==> src/rtl/param_shift_register.sv <==
// WIDTH-bit shift register with direction/rotate control, parallel load, registered
// serial output and an autonomous counted burst-shift engine (start/busy/done).
module param_shift_register #(
    parameter int               WIDTH       = 8,
    parameter logic [WIDTH-1:0] RESET_VALUE = '0,
    parameter int               CW          = $clog2(WIDTH + 1)
) (
    input  logic             clk,
    input  logic             reset,
    input  logic             data,
    input  logic             shift_enable,
    input  logic             dir,
    input  logic             rotate,
    input  logic             load,
    input  logic [WIDTH-1:0] load_data,
    input  logic             start,
    input  logic [CW-1:0]    burst_len,
    output logic [WIDTH-1:0] stored_data,
    output logic             serial_out,
    output logic             busy,
    output logic             done
);

    typedef enum logic {
        IDLE  = 1'b0,
        BURST = 1'b1
    } state_t;

    state_t           state_q;
    logic [WIDTH-1:0] data_q;
    logic             serial_q;
    logic             busy_q;
    logic             done_q;
    logic [CW-1:0]    cnt_q;

    logic [WIDTH-1:0] shift_d;
    logic             out_d;
    logic             in_bit;

    // One shift step of the current word; shared by single-step and burst paths.
    always_comb begin
        out_d   = dir ? data_q[0] : data_q[WIDTH-1];
        in_bit  = rotate ? out_d : data;
        shift_d = dir ? {in_bit, data_q[WIDTH-1:1]} : {data_q[WIDTH-2:0], in_bit};
    end

    always_ff @(posedge clk or negedge reset) begin
        if (!reset) begin
            state_q  <= IDLE;
            data_q   <= RESET_VALUE;
            serial_q <= 1'b0;
            busy_q   <= 1'b0;
            done_q   <= 1'b0;
            cnt_q    <= '0;
        end else begin
            done_q <= 1'b0;
            if (load) begin
                // Load overrides everything and silently abandons any burst.
                data_q  <= load_data;
                state_q <= IDLE;
                busy_q  <= 1'b0;
            end else begin
                case (state_q)
                    IDLE: begin
                        if (start) begin
                            cnt_q <= burst_len;
                            if (burst_len != '0) begin
                                state_q <= BURST;
                                busy_q  <= 1'b1;
                            end else begin
                                done_q <= 1'b1;
                            end
                        end else if (shift_enable) begin
                            data_q   <= shift_d;
                            serial_q <= out_d;
                        end
                    end
                    BURST: begin
                        data_q   <= shift_d;
                        serial_q <= out_d;
                        cnt_q    <= cnt_q - CW'(1);
                        if (cnt_q == CW'(1)) begin
                            state_q <= IDLE;
                            busy_q  <= 1'b0;
                            done_q  <= 1'b1;
                        end
                    end
                    default: state_q <= IDLE;
                endcase
            end
        end
    end

    assign stored_data = data_q;
    assign serial_out  = serial_q;
    assign busy        = busy_q;
    assign done        = done_q;

endmodule

==> config.mk <==
export PLATFORM = sky130hd
export DESIGN_NAME = param_shift_register
export DESIGN_NICKNAME = d
export VERILOG_FILES = /design/src/rtl/param_shift_register.sv
export SDC_FILE = /design/constraint.sdc
export NUM_CORES = 1
export LEC_CHECK = 0
export CORE_ASPECT_RATIO = 0.9
export CORE_MARGIN = 3
export CORE_UTILIZATION = 30
export CTS_BUF_LIST = sky130_fd_sc_hd__clkbuf_4 sky130_fd_sc_hd__clkbuf_8
export CTS_CLUSTER_DIAMETER = 30
export CTS_CLUSTER_SIZE = 8
export DETAILED_ROUTE_END_ITERATION = 10
export PLACE_DENSITY = 0.52
export SLEW_MARGIN = 20
export SYNTH_ARGS = -nofsm -noshare
export SYNTH_HDL_FRONTEND = slang
export SYNTH_SLANG_ARGS = --single-unit
==> constraint.sdc <==
create_clock -name clk -period 1.7 [get_ports clk]
set_clock_uncertainty 0.05 [all_clocks]
set_input_delay 0.34 -clock clk [delete_from_list [all_inputs] [get_ports clk]]
set_output_delay 0.34 -clock clk [all_outputs]
set_load 0.01 [all_outputs]
# After elaboration in Yosys (flattened, before gate mapping)
# Cells that the tools add are included.
# totals
reg_bits	16
input_bits	20
out_inout_bits	11
# classes
eq_ne	9
reduce_logical	5
n_mux	27
addsub	1
bitwise	2
# op_table
operator	count
$mux 8	4
$mux 1	16
$pmux 8 s2	1
$ne 3x3->1 const B	4
$pmux 1 s2	4
$pmux 4 s2	1
$ne 2x2->1 const B	3
$reduce_and 3->1	2
$eq 4x1->1 const B	1
$mux 4	1
$reduce_and 2->1	2
$reduce_bool 4->1	1
$sub 4x1->4 const B	1
$ne 3x2->1 const B	1
$not 1->1	2

# Depth between registers and ports, before layout
# Gate-level depths: netlist of run 1.
# logic_depth
word_depth	7
ltp_mapped	5
ltp_nobuf	5

# Least setup slack after synthesis of run 1
# No wires, ideal clock.
# synth_path
kind	input-to-reg
startpoint	input load
endpoint	register data_q[1], in the netlist stored_data[1]
cell_stages	5
setup_ns	0.128
required_ns	1.522
n_path_buf	2
path_slack_ns	0.512
arrival_ns	1.010
cell_sequence	buf_2 -> buf_2 -> nand2_1 -> o21ai_1 -> mux2_1
# synth_via
elab_chain_len	2
# synth_lines
item	line_no	text
start: declaration	14	input logic load,
$ne 3x3->1 (no line)	-	
$reduce_and 2->1 (no line)	-	
end signal: assignment	59	data_q <= load_data;
end signal: assignment	74	data_q <= shift_d;
end signal: assignment	79	data_q <= shift_d;
end: declaration	30	logic [WIDTH-1:0] data_q;
# Parallel ways exist; a longest one is shown, timed or not.
# A chain may end at the register's enable or synchronous reset.

# Worst setup path in the final report of run 1
# layout_path
startpoint	register data_q[5], in the netlist stored_data[5]
endpoint	output stored_data[5]
# layout_rtl
item	line_no	text
end: declaration	18	output logic [WIDTH-1:0] stored_data,
# No word-level cell between the ends.

==> results of run 1 <==
[final timing paths]
path / cells after the start / slack [ps] / to / startpoint
worst max-delay path: 1 / 50 / stored_data[5] / stored_data[5]$_DFFE_PN0P_
worst min-delay path: 2 / 310 / done$_DFF_PN0_ / reset
worst max register to register: 4 / 430 / state_q$_DFF_PN0_ / state_q$_DFF_PN0_
worst min register to register: 1 / 450 / serial_out$_DFFE_PN0P_ / serial_out$_DFFE_PN0P_
max in group asynchronous: 2 / 1100 / stored_data[3]$_DFFE_PN0P_ / reset
min in group clk: 1 / 450 / serial_out$_DFFE_PN0P_ / serial_out$_DFFE_PN0P_
[metrics by stage]
stage / power, mW / hold WS (ps)
final: 1.183 / 313.9
after global placement: 0.9134 / 423.6
after CTS: 1.183 / 311.9
after floorplan: 0.7105 / -5.591
after detailed placement: 0.9212 / 441.3
after global routing: 1.271 / 338.1
[registers in the layout (all words and copies together) (netlist names)]
| register | count |
|---|---|
| stored_data | 8 |
| cnt_q | 4 |
| busy | 1 |
| done | 1 |
| serial_out | 1 |
| state_q | 1 |
[layout make-up]
type,count,area [um^2]
clock buffers,4,36.28
fillers,317,1647
inverters,9,33.78
multi-input cells,68,513.0
flip-flops and latches,16,400.4
well taps,42,52.55
repair buffers,44,407.9
[per-layer routing]
metal | global-route usage, % | wire, um | part of all wire (%) | vias up
li1 | - | - | - | 435
met1 | 18.46 | 1150 | 48 | 403
met2 | 21.50 | 1196 | 50 | 13
met3 | 2.820 | 44 | 1.8 | 2
met4 | 2.609 | 14 | 0.58 | 0
met5 | 0 | 0 | 0 | -
[synthesized netlist by cell type, drive strengths merged]
| cell type | instances |
|---|---|
| a31oi | 1 |
| ha | 2 |
| o31ai | 1 |
| o21ai | 8 |
| nor4 | 1 |
| nor3b | 1 |
| nor2b | 1 |
| nor2 | 1 |
| o221ai | 1 |
| o22ai | 1 |
| mux2 | 8 |
| buf | 5 |
| a2111oi | 1 |
| nor3 | 1 |
| inv | 9 |
| nand2 | 12 |
| a32oi | 1 |
| a221o | 1 |
| o211ai | 1 |
| nand3 | 2 |
| a22oi | 1 |
| a21oi | 6 |
| o21ba | 1 |
| nand2b | 3 |
| o31a | 1 |
| o22a | 1 |
| a2bb2oi | 1 |
| mux2i | 7 |
| dfrtp | 16 |
| nand4bb | 1 |
| o21bai | 1 |
[worst register-to-register path: stages, from the launching register on]
cell      delay (ps)
dfrtp_1          400
buf_4            180
nor2b_1          280
nand2b_1         120
a21oi_1          160
[logic make-up (layout without fill, tap and decap cells)]
logic type / count (synthesis) / count (layout) / share of synthesized area (%)
AOI/OAI and AO/OA: 28 / 28 / 19.44
and+or+nand+nor: 23 / 23 / 13.68
DFF: 16 / 16 / 40.92
muxes: 15 / 15 / 16.75
buffers and inverters: 14 / 57 / 6.649
adders and majority gates: 2 / 2 / 2.557
[power groups by stage]
stage | Sequential (mW) | Clock, mW | Combinational [mW]
after CTS | 0.510 | 0.262 | 0.411
after global routing | 0.514 | 0.283 | 0.474
final | 0.504 | 0.250 | 0.429
after floorplan | 0.523 | 0 | 0.187
after detailed placement | 0.522 | 0 | 0.399
after global placement | 0.517 | 0 | 0.396
[repair_timing]
item | in CTS | in global routing
resized for setup | 0 | 1
endpoints found under the setup margin | 1 | 3
setup buffers | 1 | 4
==> impl_metrics.py, run 1 <==
metrics = {
    "floorplanning": {
        "num_io_pins": 31,
        "fp.coreArea_mm2": 0.003090,
        "dieHeight_um": 60.18,
        "dieArea_mm2": 0.003984,
        "die_w_um": 66.20,
        "rows": 19,
        "start_util_pct": 31.66,
    },
    "route": {
        "drtIter0Drc": 26,
        "postRouteAntennaNets": 0,
        "drt_pass1_iterations": 4,
        "drc": 0,
        "wl_um": 2406,
        "vias": 853,
        "avgViaCountPerCell": 4.661,
        "wl_per_cell_um": 13.15,
    },
    "clock_network": {
        "cts-root-buf": "clkbuf_4",
        "cts.sinks": 16,
        "htreeDepth": 1,
        "postCtsHoldBufs": 0,
        "clockBufferDepth": 2,
        "clk_pin_slew_ps": 100,
        "cts_tree": "built",
        "clock_latency_ps": 280,
        "cts_buffers": 3,
    },
    "power": {
        "clock_power_share_pct": 21.2,
        "switchingPower_uw": 356.0,
        "ir_drop_mv": 0.3855,
        "p_int_uw": 827.5,
        "power.density_mw_per_mm2": 819.6,
        "p_sw_share_pct": 30.08,
        "power.share.sequential_pct": 42.6,
        "pwr-share-comb_pct": 36.3,
        "power.leakage_nw": 0.6493,
    },
    "worst_setup_path": {
        "cp-end-kind": "output pin",
        "cp_num_buf_inv": 1,
        "worstPathCellList": "clkdlybuf4s50_1",
        "crit_family": "buffers and inverters",
        "path_class": "register to output pin",
        "critPathMaxStageDelay_ps": 560,
        "critPathSlowestCell": "clkdlybuf4s50_1",
        "cp.arrival_ps": 1260,
        "crit_fanout": 4,
        "startpoint_type": "register",
        "required_ps": 1310,
    },
    "global_route": {
        "grt_max_degree": 17,
        "gr-total-overflow": 0,
        "grt_pass1_wl_um": 4077,
        "grt_pass1_vias": 827,
        "grt_use_total_pct": 13.33,
        "antenna_found_initial": 0,
    },
    "placed_design": {
        "dp_hpwl_um": 1943,
        "pre_cts_slack_ps": -6.499,
        "portBuffers": 30,
        "gp_congestion": 0.8432,
        "placed_cells": 174,
        "postPlaceCellArea_mm2": 0.001368,
    },
    "timing": {
        "drv_slew": 0,
        "fmax_ghz": 0.6054,
        "tns_ps": 0,
        "layout_setup_ws_ps": 48.23,
        "tightest_slew_ps": 330.2,
        "final-setup-viol-count": 0,
        "relSlewSlack_pct": 77.78,
        "final_hold_viol_count": 0,
        "rsz0062_at_grt": "no",
        "post-route-min-period_ps": 1652,
        "period_share_pct": 97.16,
    },
    "final_layout": {
        "postLayoutCoreUtil_pct": 46.72,
        "diodes": 0,
        "syn_to_final_growth_pct": 47.57,
        "layout_common_cells": "29 x clkdlybuf4s50_1, 16 x dfrtp_1, 14 x buf_4",
        "drive_above_1_share_pct": 16.31,
        "layout.nets": 164,
        "stdcell_area_mm2": 0.001444,
        "mostFrequentLayoutCell": "clkdlybuf4s50_1",
        "final_cell_count_no_fill": 183,
    },
    "yosys": {
        "syn-num-nets": 120,
        "netlist_top_cells_area": "dfrtp_1 41%, mux2i_1 7.2%, mux2_1 6.9%, nand2_1 4.6%, o21ai_1 3.6%",
        "yosys.cell_types.count": 37,
        "synthesis.area_um2": 978.4,
        "yosysTopAreaCell": "dfrtp_1",
        "synthCells": 98,
        "yosysWarnings": 0,
        "synth-seq-cells": 16,
        "yosysSeqAreaShare_pct": 40.92,
        "synth_top_area_share_pct": 40.92,
        "syn_avg_cell_area_um2": 9.984,
    },
    "run": {
        "cap_viol_max_count": 0,
    },
    "min_path": {
        "hold_path.class": "input pin to async pin",
    },
    "status": {
        "status": "finished, final reports clean",
    },
}
Power figures use the tool's default switching activity.
==> inputs of run 2 (changes only) <==
--- a/config.mk
+++ b/config.mk
@@ -12,6 +12,7 @@
 export CTS_CLUSTER_DIAMETER = 30
 export CTS_CLUSTER_SIZE = 8
 export DETAILED_ROUTE_END_ITERATION = 10
+export GPL_ROUTABILITY_DRIVEN = 1
 export PLACE_DENSITY = 0.52
 export SLEW_MARGIN = 20
 export SYNTH_ARGS = -nofsm -noshare
==> results of run 2 <==
Same layout as run 1: the final DEF is identical, and so are final timing and power.
==> patch (settings of run 1) <==
Add an input register stage for `load_data`, with the module's reset; this delays it by one clock. The other inputs are not delayed to match.
--- a/src/rtl/param_shift_register.sv
+++ b/src/rtl/param_shift_register.sv
@@ -25,6 +25,16 @@
         IDLE  = 1'b0,
         BURST = 1'b1
     } state_t;
+
+    logic [WIDTH-1:0] load_data_q;
+
+    always_ff @(posedge clk or negedge reset) begin
+        if (!reset) begin
+            load_data_q <= '0;
+        end else begin
+            load_data_q <= load_data;
+        end
+    end
 
     state_t           state_q;
     logic [WIDTH-1:0] data_q;
@@ -56,7 +66,7 @@
             done_q <= 1'b0;
             if (load) begin
                 // Load overrides everything and silently abandons any burst.
-                data_q  <= load_data;
+                data_q  <= load_data_q;
                 state_q <= IDLE;
                 busy_q  <= 1'b0;
             end else begin
Formal check against the unedited RTL: not equivalent (a bounded check fails within 4 cycles, from zero or initial values and one cycle with reset low).
==> patch against run 1 <==
  * Final area rose by 15%
  * First-iteration DRC count did not move
  * Sequential cell count rose by 8
  * Register-to-register slack got worse by 110 ps
  * Combinational power fell by 1%
  * Clock power rose by 30%
  * Synthesized area rose by 22%
  * Worst setup slack improved by 30 ps
  * Synthesized cell count rose by 9.2%
  * Power rose by 24%
  * Wire length rose by 9.7%
  * Fmax rose by 1.9%
  * Critical path type unchanged
  * Critical endpoint is now stored_data[0]
  * Largest cell class is now flip-flops and latches
  * Largest power group unchanged
==> patch: results (changes against run 1) <==
metric,value,unit,change
P_leak,0.000712,uW,+9.7%
register clock-pin slew on the reported worst setup and hold paths,80,ps,-20 ps
Slowest cell on crit path,clkdlybuf4s50_1,,
Seq pwr share,49.0,%,+6.4 points
M1 GR Usage,16.2,%,-2.3 points
adder-cell share of the synthesized area,2.09,%,-0.47 points
"Seq/Total Area, Yosys",50.2,%,+9.3 points
Total Wirelength,2.64,mm,+9.7%
placer congestion estimate,0.767,,-9.1%
mux contribution to synthesized area,12.9,%,-3.9 points
WL met1,1.33,mm,+16%
# fillers,383,,+21%
Root Buffer,clkbuf_8,,
switching fraction of total power,27.9,%,-2.1 points
Peak VDD IR,0.395,mV,+2.6%
Top Metal Used,met3,,
CTS Buf Count,3,,unchanged
met2 GRT Util,19.1,%,-2.4 points
GRT met3 Usage,3.34,%,+0.52 points
drt first pass iters,4,,unchanged
Synth Net Count,129,,+7.5%
"top cells by area, synth","dfrtp_1 (50%), mux2i_1 (5.0%), mux2_1 (4.7%)",,
CP arrival,1230,ps,-30 ps
Slew @ Worst Pin,399,ps,+69.0 ps
post-synthesis compound-gate area fraction,15.4,%,-4.1 points
Met2 Routed Length,1.22,mm,+1.6%
routed via count divided by cell count,4.77,,+2.4%
Synth cell types,34,,-8.1%
outcome,"complete, no violations",,
Top Family by Delay on Critical Path,buffers and inverters,,
initial antenna violation count,0,,unchanged
number of global-route vias before repair,938,,+13%
Final HPWL DP,2.03,mm,+4.6%
later-pin clock latency in the skew report,260,ps,-20 ps
first-pass GRT wire length,4.44,mm,+8.8%
layout cell share with drive strength beyond 1,16.9,%,+0.58 points
GRT Util Overall,12.0,%,-1.3 points
top post-synthesis cells by count,"dfrtp_1 (24), nand3_1 (8), mux2i_1 (6), o21ai_1 (6)",,
clock network power share,22.1,%,+0.9 points
met3 wire length,95,um,+120%
CP max FO,5,,+1
H-tree levels,1,,unchanged
largest net degree at the start of global routing,25,,+8
Hold Path Class,in -> async,,
setup repair bufs after CTS,0,,-1
# nets final,172,,+4.9%
IO Port Bufs,30,,unchanged
Main synth FF type,dfrtp_1,,
asr flop ratio synth,100,%,unchanged
patch: metrics by stage:
stage	cell area [sq um]	power [uW]	hold slack (ps)	worst slack (ps)	std cells
finish	1660	1460	373	78.6	194
global route	1660	1570	396	9.05	194
CTS	1660	1490	379	41.1	194
detailed placement	1620	1160	424	-63.8	191
global placement	1620	1150	432	-49.2	191
floorplan	1200	936	-5.59	421	107
patch: path summary, 6_finish.rpt:
check | startpoint | endpoint | slack, ps | cells after the start
max | stored_data[0] | stored_data[0] | 80 | 1
min | reset | load_data_q[1] | 370 | 2
max reg2reg | cnt_q[1] | done | 320 | 5
min reg2reg | load_data_q[7] | stored_data[7] | 440 | 2
max in group asynchronous | reset | stored_data[7] | 980 | 2
min in group clk | load_data_q[7] | stored_data[7] | 440 | 2
patch: area by class of cell:
cell class              instances  area (sq um)  area share, %
clock buffers                   3          41.3           2.48
well taps                      46          57.6           3.46
multi-input cells              73           546           32.8
flip-flops and latches         24           602           36.2
repair buffers                 43           398           23.9
inverters                       5          18.8           1.13
